## config.mk

```make
export PLATFORM = sky130hd
export DESIGN_NAME = phase_sched
export DESIGN_NICKNAME = d
export VERILOG_FILES = /design/src/rtl/phase_sched.sv
export SDC_FILE = /design/constraint.sdc
export NUM_CORES = 1
export LEC_CHECK = 0
export ABC_AREA = 1
export CAP_MARGIN = 20
export CORE_AREA = 2 2 57 59
export DETAILED_ROUTE_END_ITERATION = 10
export DIE_AREA = 0 0 59 61
export GPL_TIMING_DRIVEN = 0
export PLACE_DENSITY = 0.76
export SLEW_MARGIN = 0
export SYNTH_ARGS = -nofsm -noshare
export SYNTH_HDL_FRONTEND = slang
export SYNTH_SLANG_ARGS = --single-unit
```

## constraint.sdc

```tcl
create_clock -name clk -period 2.3 [get_ports clk]
set_input_delay 0.345 -clock clk [delete_from_list [all_inputs] [get_ports clk]]
set_output_delay 0.345 -clock clk [all_outputs]
set_load 0.05 [all_outputs]
```

## src/rtl/phase_sched.sv

```systemverilog
// Adaptive clock-phase scheduler: windowed error counting with req/ack handover to the clock mux.
// Optional statistics outputs (switch_cnt, dwell_max) are enabled by defining PHASE_SCHED_STATS_EN.
module phase_sched #(
    parameter int unsigned WIN_W    = 8,
    parameter int unsigned ERR_TH   = 4,
    parameter int unsigned HOLD_CYC = 64,
    parameter int unsigned HC_W     = 8
) (
    input  logic        clk,
    input  logic        rst_n,
    input  logic        en,
    input  logic        error_lagging,
    input  logic        error_origin,
    input  logic        error_leading,
    input  logic        mux_ack,
    output logic [1:0]  clk_sel,
    output logic        mux_req,
    output logic        fault,
    output logic        busy
`ifdef PHASE_SCHED_STATS_EN
    ,
    output logic [15:0] switch_cnt,
    output logic [15:0] dwell_max
`endif
);

    localparam int unsigned EC_W = $clog2(ERR_TH + 1);

    localparam logic [EC_W:0]     ERR_TH_L  = (EC_W + 1)'(ERR_TH);
    localparam logic [EC_W-1:0]   ERR_SAT   = EC_W'(ERR_TH);
    localparam logic [HC_W-1:0]   HOLD_LAST = HC_W'(HOLD_CYC - 1);
    localparam logic [1:0]        SEL_LEAD  = 2'b00;
    localparam logic [1:0]        SEL_ORIG  = 2'b01;
    localparam logic [1:0]        SEL_LAG   = 2'b10;

    typedef enum logic {RUN, SWITCH} state_e;

    state_e            state_q, state_d;
    logic [1:0]        sel_q, sel_d;
    logic              req_q, req_d;
    logic              fault_q, fault_d;
    logic [WIN_W-1:0]  win_q, win_d;
    logic [EC_W-1:0]   err_q, err_d;
    logic [HC_W-1:0]   hold_q, hold_d;

    logic              act_err;
    logic [EC_W:0]     err_base;
    logic [EC_W:0]     err_eff;
    logic              step_up;
    logic              step_dn;
    logic              ack_ok;

    always_ff @(posedge clk or negedge rst_n) begin
        if (!rst_n) begin
            state_q <= RUN;
            sel_q   <= SEL_ORIG;
            req_q   <= 1'b0;
            fault_q <= 1'b0;
            win_q   <= '0;
            err_q   <= '0;
            hold_q  <= '0;
        end else begin
            state_q <= state_d;
            sel_q   <= sel_d;
            req_q   <= req_d;
            fault_q <= fault_d;
            win_q   <= win_d;
            err_q   <= err_d;
            hold_q  <= hold_d;
        end
    end

    always_comb begin
        act_err = 1'b0;
        unique case (sel_q)
            SEL_LEAD: act_err = error_leading;
            SEL_ORIG: act_err = error_origin;
            SEL_LAG:  act_err = error_lagging;
            default:  act_err = 1'b0;
        endcase
    end

    // On the wrap cycle the count restarts from this cycle's error alone.
    assign err_base = (win_q == '1) ? '0 : {1'b0, err_q};
    assign err_eff  = err_base + {{EC_W{1'b0}}, act_err};
    assign step_up  = (err_eff >= ERR_TH_L);
    assign step_dn  = !act_err && (hold_q == HOLD_LAST);
    assign ack_ok   = (state_q == SWITCH) && mux_ack && req_q;

    always_comb begin
        state_d = state_q;
        sel_d   = sel_q;
        req_d   = req_q;
        fault_d = fault_q;
        win_d   = win_q;
        err_d   = err_q;
        hold_d  = hold_q;
        unique case (state_q)
            RUN: begin
                if (!en) begin
                    win_d  = '0;
                    err_d  = '0;
                    hold_d = '0;
                end else begin
                    win_d  = win_q + WIN_W'(1);
                    err_d  = step_up ? ERR_SAT : err_eff[EC_W-1:0];
                    hold_d = act_err ? '0 :
                             ((hold_q == HOLD_LAST) ? hold_q : hold_q + HC_W'(1));
                    if (step_up) begin
                        if (sel_q == SEL_LEAD) begin
                            fault_d = 1'b1;
                            err_d   = '0;
                        end else begin
                            sel_d   = sel_q - 2'd1;
                            req_d   = 1'b1;
                            state_d = SWITCH;
                        end
                    end else if (step_dn && (sel_q != SEL_LAG)) begin
                        sel_d   = sel_q + 2'd1;
                        req_d   = 1'b1;
                        state_d = SWITCH;
                    end
                end
            end
            SWITCH: begin
                if (ack_ok) begin
                    req_d   = 1'b0;
                    state_d = RUN;
                    win_d   = '0;
                    err_d   = '0;
                    hold_d  = '0;
                end
            end
            default: state_d = RUN;
        endcase
    end

    assign clk_sel = sel_q;
    assign mux_req = req_q;
    assign fault   = fault_q;
    assign busy    = (state_q == SWITCH);

`ifdef PHASE_SCHED_STATS_EN
    logic [15:0] sw_cnt_q;
    logic [15:0] dwell_q;
    logic [15:0] dwell_max_q;
    logic [15:0] dwell_inc;

    assign dwell_inc = (dwell_q == '1) ? dwell_q : dwell_q + 16'd1;

    always_ff @(posedge clk or negedge rst_n) begin
        if (!rst_n) begin
            sw_cnt_q    <= '0;
            dwell_q     <= '0;
            dwell_max_q <= '0;
        end else begin
            if (ack_ok) begin
                if (sw_cnt_q != '1) sw_cnt_q <= sw_cnt_q + 16'd1;
                dwell_q <= '0;
            end else if (state_q == RUN) begin
                dwell_q <= dwell_inc;
                if (dwell_inc > dwell_max_q) dwell_max_q <= dwell_inc;
            end
        end
    end

    assign switch_cnt = sw_cnt_q;
    assign dwell_max  = dwell_max_q;
`endif

endmodule

```

---- Yosys cells after proc, flatten, opt, wreduce, memory -nomap -nowiden ----
Cells that the tools add are included.
storage, ports and cells
  bits in registers ....................... 24
  latch bits .............................. 0
  memory bits (writable) .................. 0
  memory bits (read-only) ................. 0
  output and inout bits ................... 5
  logic and storage cells ................. 66
  memories kept ........................... 0
operators by class
  $add $sub $neg .......................... 5
  multipliers ............................. 0
  div/mod/pow operators ................... 0
  order comparisons ....................... 1
  eq/ne operators ......................... 11
  shift-type cells ........................ 0
  muxes and demuxes ....................... 30
  bitwise operators ....................... 1
  reduce and logical (&&, ||, !) cells .... 11
operators with widths
  kind                                                  count
  two-way mux 8 bit                                     5
  one-hot mux 8 bit (2 select lines)                    2
  two-way mux 3 bit                                     6
  adder 8 x 1 -> 8 bit (second input constant)          2
  AND reduction 4 bit                                   3
  two-way mux 1 bit                                     10
  == test 8 x 6 -> 1 bit (second input constant)        1
  == test 8 bit (second input constant)                 1
  two-way mux 2 bit                                     3
  != test 2 bit (second input constant)                 3
  != test 3 bit (second input constant)                 2
  one-hot mux 3 bit (2 select lines)                    1
  adder 3 x 1 -> 4 bit                                  1
  >= comparator 4 x 3 -> 1 bit (second input constant)  1
  logical AND 1 bit                                     4
  != test 4 bit (second input constant)                 1
  one-hot mux 1 bit (2 select lines)                    2
  one-hot mux 1 bit (3 select lines)                    1
  adder 2 x 1 -> 2 bit (second input constant)          1
  == test 2 x 1 -> 1 bit (second input constant)        1
  == test 2 bit (second input constant)                 1
  logical NOT 2 bit                                     1
  != test 2 x 1 -> 1 bit (second input constant)        1
  AND reduction 2 bit                                   1
  other kinds (4)                                       4

---- Logic depth before layout (Yosys ltp) ----
Gate-level depths: netlist (run 1).
  word-level depth ........................ 9
  depth in mapped cells ................... 16
  gate-level depth less buffers ........... 16

---- Worst setup path after synthesis (run 1) ----
Ideal clock, no wire load.
  path type ............................... register to register
  start point ............................. register sel_q[0] (netlist: clk_sel[0])
  end point ............................... register sel_q[1] (netlist: clk_sel[1])
  setup time .............................. 0.119 ns
  arrival ................................. 2.384 ns
  path slack .............................. -0.203 ns
  cell stages (with the launch flop) ...... 17
  path buffers ............................ 0
  clock period less this slack ............ 2.503 ns
  path through ............................ dfstp_2 inv_1 ha_1 nand2_1 nand3_1 nand2_1 inv_1 ha_1 ha_1 nand2_1 nand3_1 nand2_4 nand2_2 nand2_2 nand2_2 nand2_1 nand2_1
between the ends
  cells in the longest elaborated chain, start to end .. 7
  elaborated cells between the ends (all ways) .. 18
RTL lines
  element                                                       line  text
  start, declared                                               39    logic [1:0] sel_q, sel_d;
  start signal, assigned                                        64    sel_q <= sel_d;
  branches (longest 7 deep; another with adder 3 x 1 -> 4 bit)  -
Parallel ways; which one is timed is not known. The select of a mux whose other input is x is not followed.
A chain may end at the register's enable or synchronous reset.

---- Worst setup path in the final report (run 1) ----
  start point ............................. register sel_q[0] (netlist: clk_sel[0])
  end point ............................... output clk_sel[0]
RTL lines
  element        line  text
  end, declared  16    output logic [1:0] clk_sel,
No word-level cell between the ends.

==> reports/results.ini, run 1 <==
[cts]
clockBufferDepth = 2
hold_buffers = 0
path_clk_slew_ns = 0.14
cts.sinks = 24
cts_tree = yes
cts_inserted_buffers = 3
cts.htree.levels = 1
clock-root-buffer = clkbuf_4
clock_latency_ns = 0.32

[cells_and_area]
final_common_cell = nand2_1
drive_above_1_share_pct = 21.3
mostFrequentLayoutCells = nand2_1 (50), dfrtp_1 (22), inv_1 (16)
finalInstanceArea_mm2 = 0.00176
area_growth_pct = 22.3
nNetsFinal = 218
fillers = 252
antennaDiodeCount = 0

[logic_synthesis]
ys_types = 25
seq_area_frac_synth_pct = 41.9
synth_cells = 183
ys_warn_count = 0
syn_nets = 198
netlist_area_mm2 = 0.00144
ys_ff_latch = 24
syn_avg_cell_area_um2 = 7.85

[detailed_routing]
avgViaCountPerCell = 5.11
drt_iter0_markers = 62
wl_mm = 2.77
first_pass_iters = 4
ant_nets = 0
dr_total_vias = 1201
drcViolationCount = 0
routedWlPerCell_um = 11.8

[critical_path]
cp_num_buf_inv = 2
path_class = reg2out
cp-end-kind = primary output
critPathMaxFanout = 4
setup.worst_path.start_class = flop
crit_chain = buf_4 > clkdlybuf4s50_1
arrival_ns = 1.88
slowest_stage = clkdlybuf4s50_1
cp.required_ns = 1.96
cpLargestDelayFamily = buffers and inverters
max_stage_delay_ns = 0.79

[power]
peakVddDrop_mv = 0.225
leakagePower_uw = 0.000826
powerDensity_mw_per_mm2 = 449

[sta]
setup_violations = 0
min_period_ns = 2.23
setup_ws_ns = 0.0736
fmax_mhz = 449
worstMarginPinSlew_ns = 0.503
fin_crit_sh_pct = 96.8
slew_viol_final = 0
relSlewSlack_pct = 66.4
hold_violations = 0
clock_skew_ns = 0.00864
whs_ns = 0.310

[grt]
grt_pass1_vias = 1114
antenna_found_initial = 0
gr-total-overflow = 0
track_usage_pct = 17.4
grt_max_degree = 25
grt_pass1_wl_mm = 4.77

[placement]
pre_cts_ws_ns = -0.0807
post_dp_cell_area_mm2 = 0.00161
port_buffers = 11
hpwl_mm = 1.95
gp_congestion = 0.855

[die]
io_pins = 12
rows = 20
die_y_um = 61
core_area_mm2 = 0.00295
initial_core_util_pct = 48.6
die_area_mm2 = 0.00360
die_w_um = 59

[job]
cap_viol_max_count = 0

[hold_path]
hold_path_class = in2async

[status]
status = completed

[synthesized netlist by cell type (all sizes together)]
cell	n	area share (%)
a22o	1	0.61
a31oi	2	0.87
dfstp	1	1.8
inv	22	5.9
o21bai	1	0.52
nand3	17	5.9
ha	8	7.0
xor2	4	2.4
or2	1	0.44
nand4	3	1.3
dfrtp	23	40
nand2	65	20
a21oi	2	0.70
nor2	18	6.4
o22ai	2	0.87
nor3	3	1.0
o21ai	10	3.7
[metal layers]
| layer | up-vias | share of wire [%] | global-route usage (%) | routed length [µm] |
|---|---|---|---|---|
| li1 | 625 | - | - | - |
| met1 | 555 | 48 | 23.7 | 1340 |
| met2 | 17 | 48 | 27.9 | 1320 |
| met3 | 4 | 2.5 | 2.56 | 68 |
| met4 | 0 | 1.5 | 7.14 | 41 |
| met5 | - | 0 | 0 | 0 |
[kinds of logic (layout without fill, tap and decap cells)]
| family | count (synthesis) | after routing | synth area share (%) |
|---|---|---|---|
| compound gates | 18 | 18 | 7.32 |
| fa+ha+maj | 8 | 8 | 6.97 |
| simple gates | 107 | 107 | 35.5 |
| buf+inv | 22 | 41 | 5.92 |
| xor+xnor | 4 | 4 | 2.44 |
| flops | 24 | 24 | 41.9 |
[cell type report]
cell class	count	area (µm²)	area share [%]
Timing Repair Buffer	15	160	9.12
Sequential cell	24	607	34.5
Inverter	22	87.6	4.99
Clock buffer	4	36.3	2.07
Tap cell	33	41.3	2.35
Multi-Input combinational cell	137	825	46.9
[per-stage QoR]
| stage | setup TNS [ns] | cells | power (µW) | utilization (%) |
|---|---|---|---|---|
| floorplan | 0 | 183 | 509 | - |
| global route | -0.0210 | 235 | 827 | 59.5 |
| finish | 0 | 235 | 789 | 59.5 |
| detailed placement | -0.240 | 227 | 551 | 54.4 |
| global placement | -0.179 | 227 | 549 | 54.4 |
| CTS | 0 | 233 | 776 | 56.1 |
[worst paths after layout]
check                      slack (ns)  cells past startpoint    endpoint       start
setup / recovery                 0.07                      2  clk_sel[0]  clk_sel[0]
hold / removal                   0.31                      1    err_q[2]       rst_n
setup reg to reg                 0.11                     16  clk_sel[1]  clk_sel[0]
hold reg to reg                  0.50                      2   hold_q[5]   hold_q[5]
max in group asynchronous        1.56                      2    err_q[0]       rst_n
min in group clk                 0.50                      2   hold_q[5]   hold_q[5]
[registers in the layout (all words and copies together) (netlist names)]
name     count
hold_q       8
err_q        3
mux_req      1
fault        1
clk_sel      2
win_q        8
busy         1
[report_power, final]
part,total (µW),internal (µW),switching (µW)
clock,232,96.9,135
combinational,110,46.2,63.5
sequential,448,437,11.2
[worst reg2reg max path: stages, from the launching register on]
cell     delay [ns]
dfstp_4        0.64
inv_2          0.06
ha_4           0.16
nand2_1        0.08
nand3_2        0.09
nand2_2        0.11
inv_4          0.06
ha_4           0.17
ha_4           0.16
nand2_1        0.07
nand3_2        0.08
nand2_4        0.11
nand2_4        0.07
nand2_4        0.07
nand2_2        0.07
nand2_1        0.06
nand2_1        0.05
[repair_timing]
item,4_1_cts,5_1_grt
setup buffers,2,1
pin swaps,1,4
resized for setup,0,11
setup endpoints to repair,5,6
Note: power is estimated with default switching activity, not from simulation.
==> inputs of run 2 (changes only) <==
==> constraint.sdc (replaced) <==
create_clock -name clk -period 1.95 [get_ports clk]
set_input_delay 0.2925 -clock clk [delete_from_list [all_inputs] [get_ports clk]]
set_output_delay 0.2925 -clock clk [all_outputs]
set_load 0.05 [all_outputs]
==> reports/results.ini, run 2 (synthesis gave the netlist of run 1 again) <==
[status]
status = finished, violations left
violations = setup timing

[die]
rows = 20
die_area_mm2 = 0.00360
die_w_um = 59
initial_core_util_pct = 48.6
io_pins = 12
die_y_um = 61
core_area_mm2 = 0.00295

[sta]
worstMarginPinSlew_ns = 0.503
fmax_mhz = 483
relSlewSlack_pct = 66.4
min_period_ns = 2.07
fin_setup_tns_ns = -0.998
slew_viol_final = 0
rsz0062_at_grt = yes
clock_skew_ns = 0.00202
hold_violations = 0
setup_violations = 14
fin_crit_sh_pct = 106
setup_ws_ns = -0.123
whs_ns = 0.276

[cts]
clock-root-buffer = clkbuf_4
path_clk_slew_ns = 0.13
cts.htree.levels = 1
clock_latency_ns = 0.31
cts.sinks = 24
cts_inserted_buffers = 3
clockBufferDepth = 2
hold_buffers = 0
cts_tree = yes

[cells_and_area]
finalInstanceArea_mm2 = 0.00182
nNetsFinal = 224
antennaDiodeCount = 0
final_common_cell = nand2_1
fillers = 251
area_growth_pct = 27.0
drive_above_1_share_pct = 26.4
biggestRegsByFlops = hold_q: 8 flops, win_q: 8 flops, err_q: 3 flops
mostFrequentLayoutCells = nand2_1 (47), dfrtp_1 (22), inv_1 (15), nand3_1 (15), nor2_1 (13)

[power]
p_sw_share_pct = 26.6
peakVddDrop_mv = 0.503
total_power_uw = 893
seq_power_share_pct = 58.9
p_sw_uw = 238
powerDensity_mw_per_mm2 = 490
internal_power_uw = 655
pwr-share-comb_pct = 15.6
p_clk_share_pct = 25.4
leakagePower_uw = 0.000854

[critical_path]
max_stage_delay_ns = 0.66
cp_common_cell = nand2_4
crit_chain = inv_4 > ha_4 > nand2_2 > nand3_2 > nand2_2 > inv_4 > ha_4 > ha_4 > nand2_2 > nand3_2 > nand2_4 > nand2_4 > nand2_4 > nand2_4 > inv_2 > nand2_1
slowest_stage = dfstp_4
cp.required_ns = 2.17
setup.worst_path.start_class = flop
path_class = reg2reg
cp-end-kind = flop
critPathMaxFanout = 4
arrival_ns = 2.29

[detailed_routing]
dr_total_vias = 1234
routedWlPerCell_um = 12.6
ant_nets = 0
avgViaCountPerCell = 5.12
drcViolationCount = 0
first_pass_iters = 4
wl_mm = 3.04
drt_iter0_markers = 72

[grt]
antenna_found_initial = 0
gr-total-overflow = 0
grt_pass1_wl_mm = 5.03
grt_pass1_vias = 1190
grt_max_degree = 25
track_usage_pct = 18.3

[hold_path]
hold_path_class = in2async

[job]
cap_viol_max_count = 0

[placement]
hpwl_mm = 2.23
gp_congestion = 0.814
port_buffers = 11
post_dp_cell_area_mm2 = 0.00166

==> run 2: cell types whose count changed in the layout (fill, tap and decap cells not counted), moves of 2 or more <==
cell,previous run,this run
buf_4,3,8
nand2_1,50,47
ha_1,4,2
nand2_2,10,12
ha_2,0,2
==> run 2: through the flow <==
step / std cells / utilization (%) / setup slack [ns]
3_5_place_dp: 227 / 56.1 / -0.274
5_1_grt: 241 / 61.8 / -0.245
3_3_place_gp: 227 / 56.1 / -0.237
2_1_floorplan: 183 / - / -0.217
4_1_cts: 236 / 58.9 / -0.142
6_report: 241 / 61.8 / -0.123
==> run 2: routing by layer <==
| layer | vias up | GRT usage, % | share of wire, % |
|---|---|---|---|
| met1 | 570 | 22.6 | 44 |
| li1 | 639 | - | - |
| met5 | - | 0 | 0 |
| met2 | 23 | 33.2 | 52 |
| met4 | 0 | 3.90 | 0.39 |
| met3 | 2 | 3.84 | 3.4 |
==> run 2: final timing paths <==
| kind | from | to | slack (ns) | cells after the start |
|---|---|---|---|---|
| hold / removal | rst_n | hold_q[6] | 0.28 | 1 |
| max in group asynchronous | rst_n | clk_sel[0] | 1.15 | 2 |
| min in group clk | fault | fault | 0.50 | 1 |
| setup reg to reg | clk_sel[0] | busy | -0.12 | 16 |
| hold reg to reg | fault | fault | 0.50 | 1 |
| setup / recovery | clk_sel[0] | busy | -0.12 | 16 |
==> run 2: cell type report <==
cell class / instances / area, µm² / area share (%)
multi-input cells: 137 / 852 / 46.7
flip-flops and latches: 24 / 607 / 33.3
repair buffers: 21 / 208 / 11.4
well taps: 33 / 41.3 / 2.26
clock buffers: 4 / 26.3 / 1.44
inverters: 22 / 90.1 / 4.94
==> run 2: worst max-delay path: cells and delay by family, from the launching register on <==
| family | cells | cell delay, ns |
|---|---|---|
| buffers and inverters | 3 | 0.14 |
| and+or+nand+nor | 10 | 0.69 |
| DFF | 1 | 0.66 |
| adders and majority gates | 3 | 0.47 |
==> run 2: power by group through the flow <==
stage | Clock, µW | Combinational (µW) | Sequential, µW
finish | 227 | 140 | 526
global route | 247 | 153 | 528
CTS | 238 | 129 | 527
detailed placement | 0 | 122 | 536
global placement | 0 | 116 | 534
floorplan | 0 | 49.1 | 557
==> run 2: timing repair <==
action / 4_1_cts / 5_1_grt
pin swaps: 6 / 6
setup endpoints to repair: 9 / 16
resized for setup: 6 / 9
buffers inserted: 5 / 4
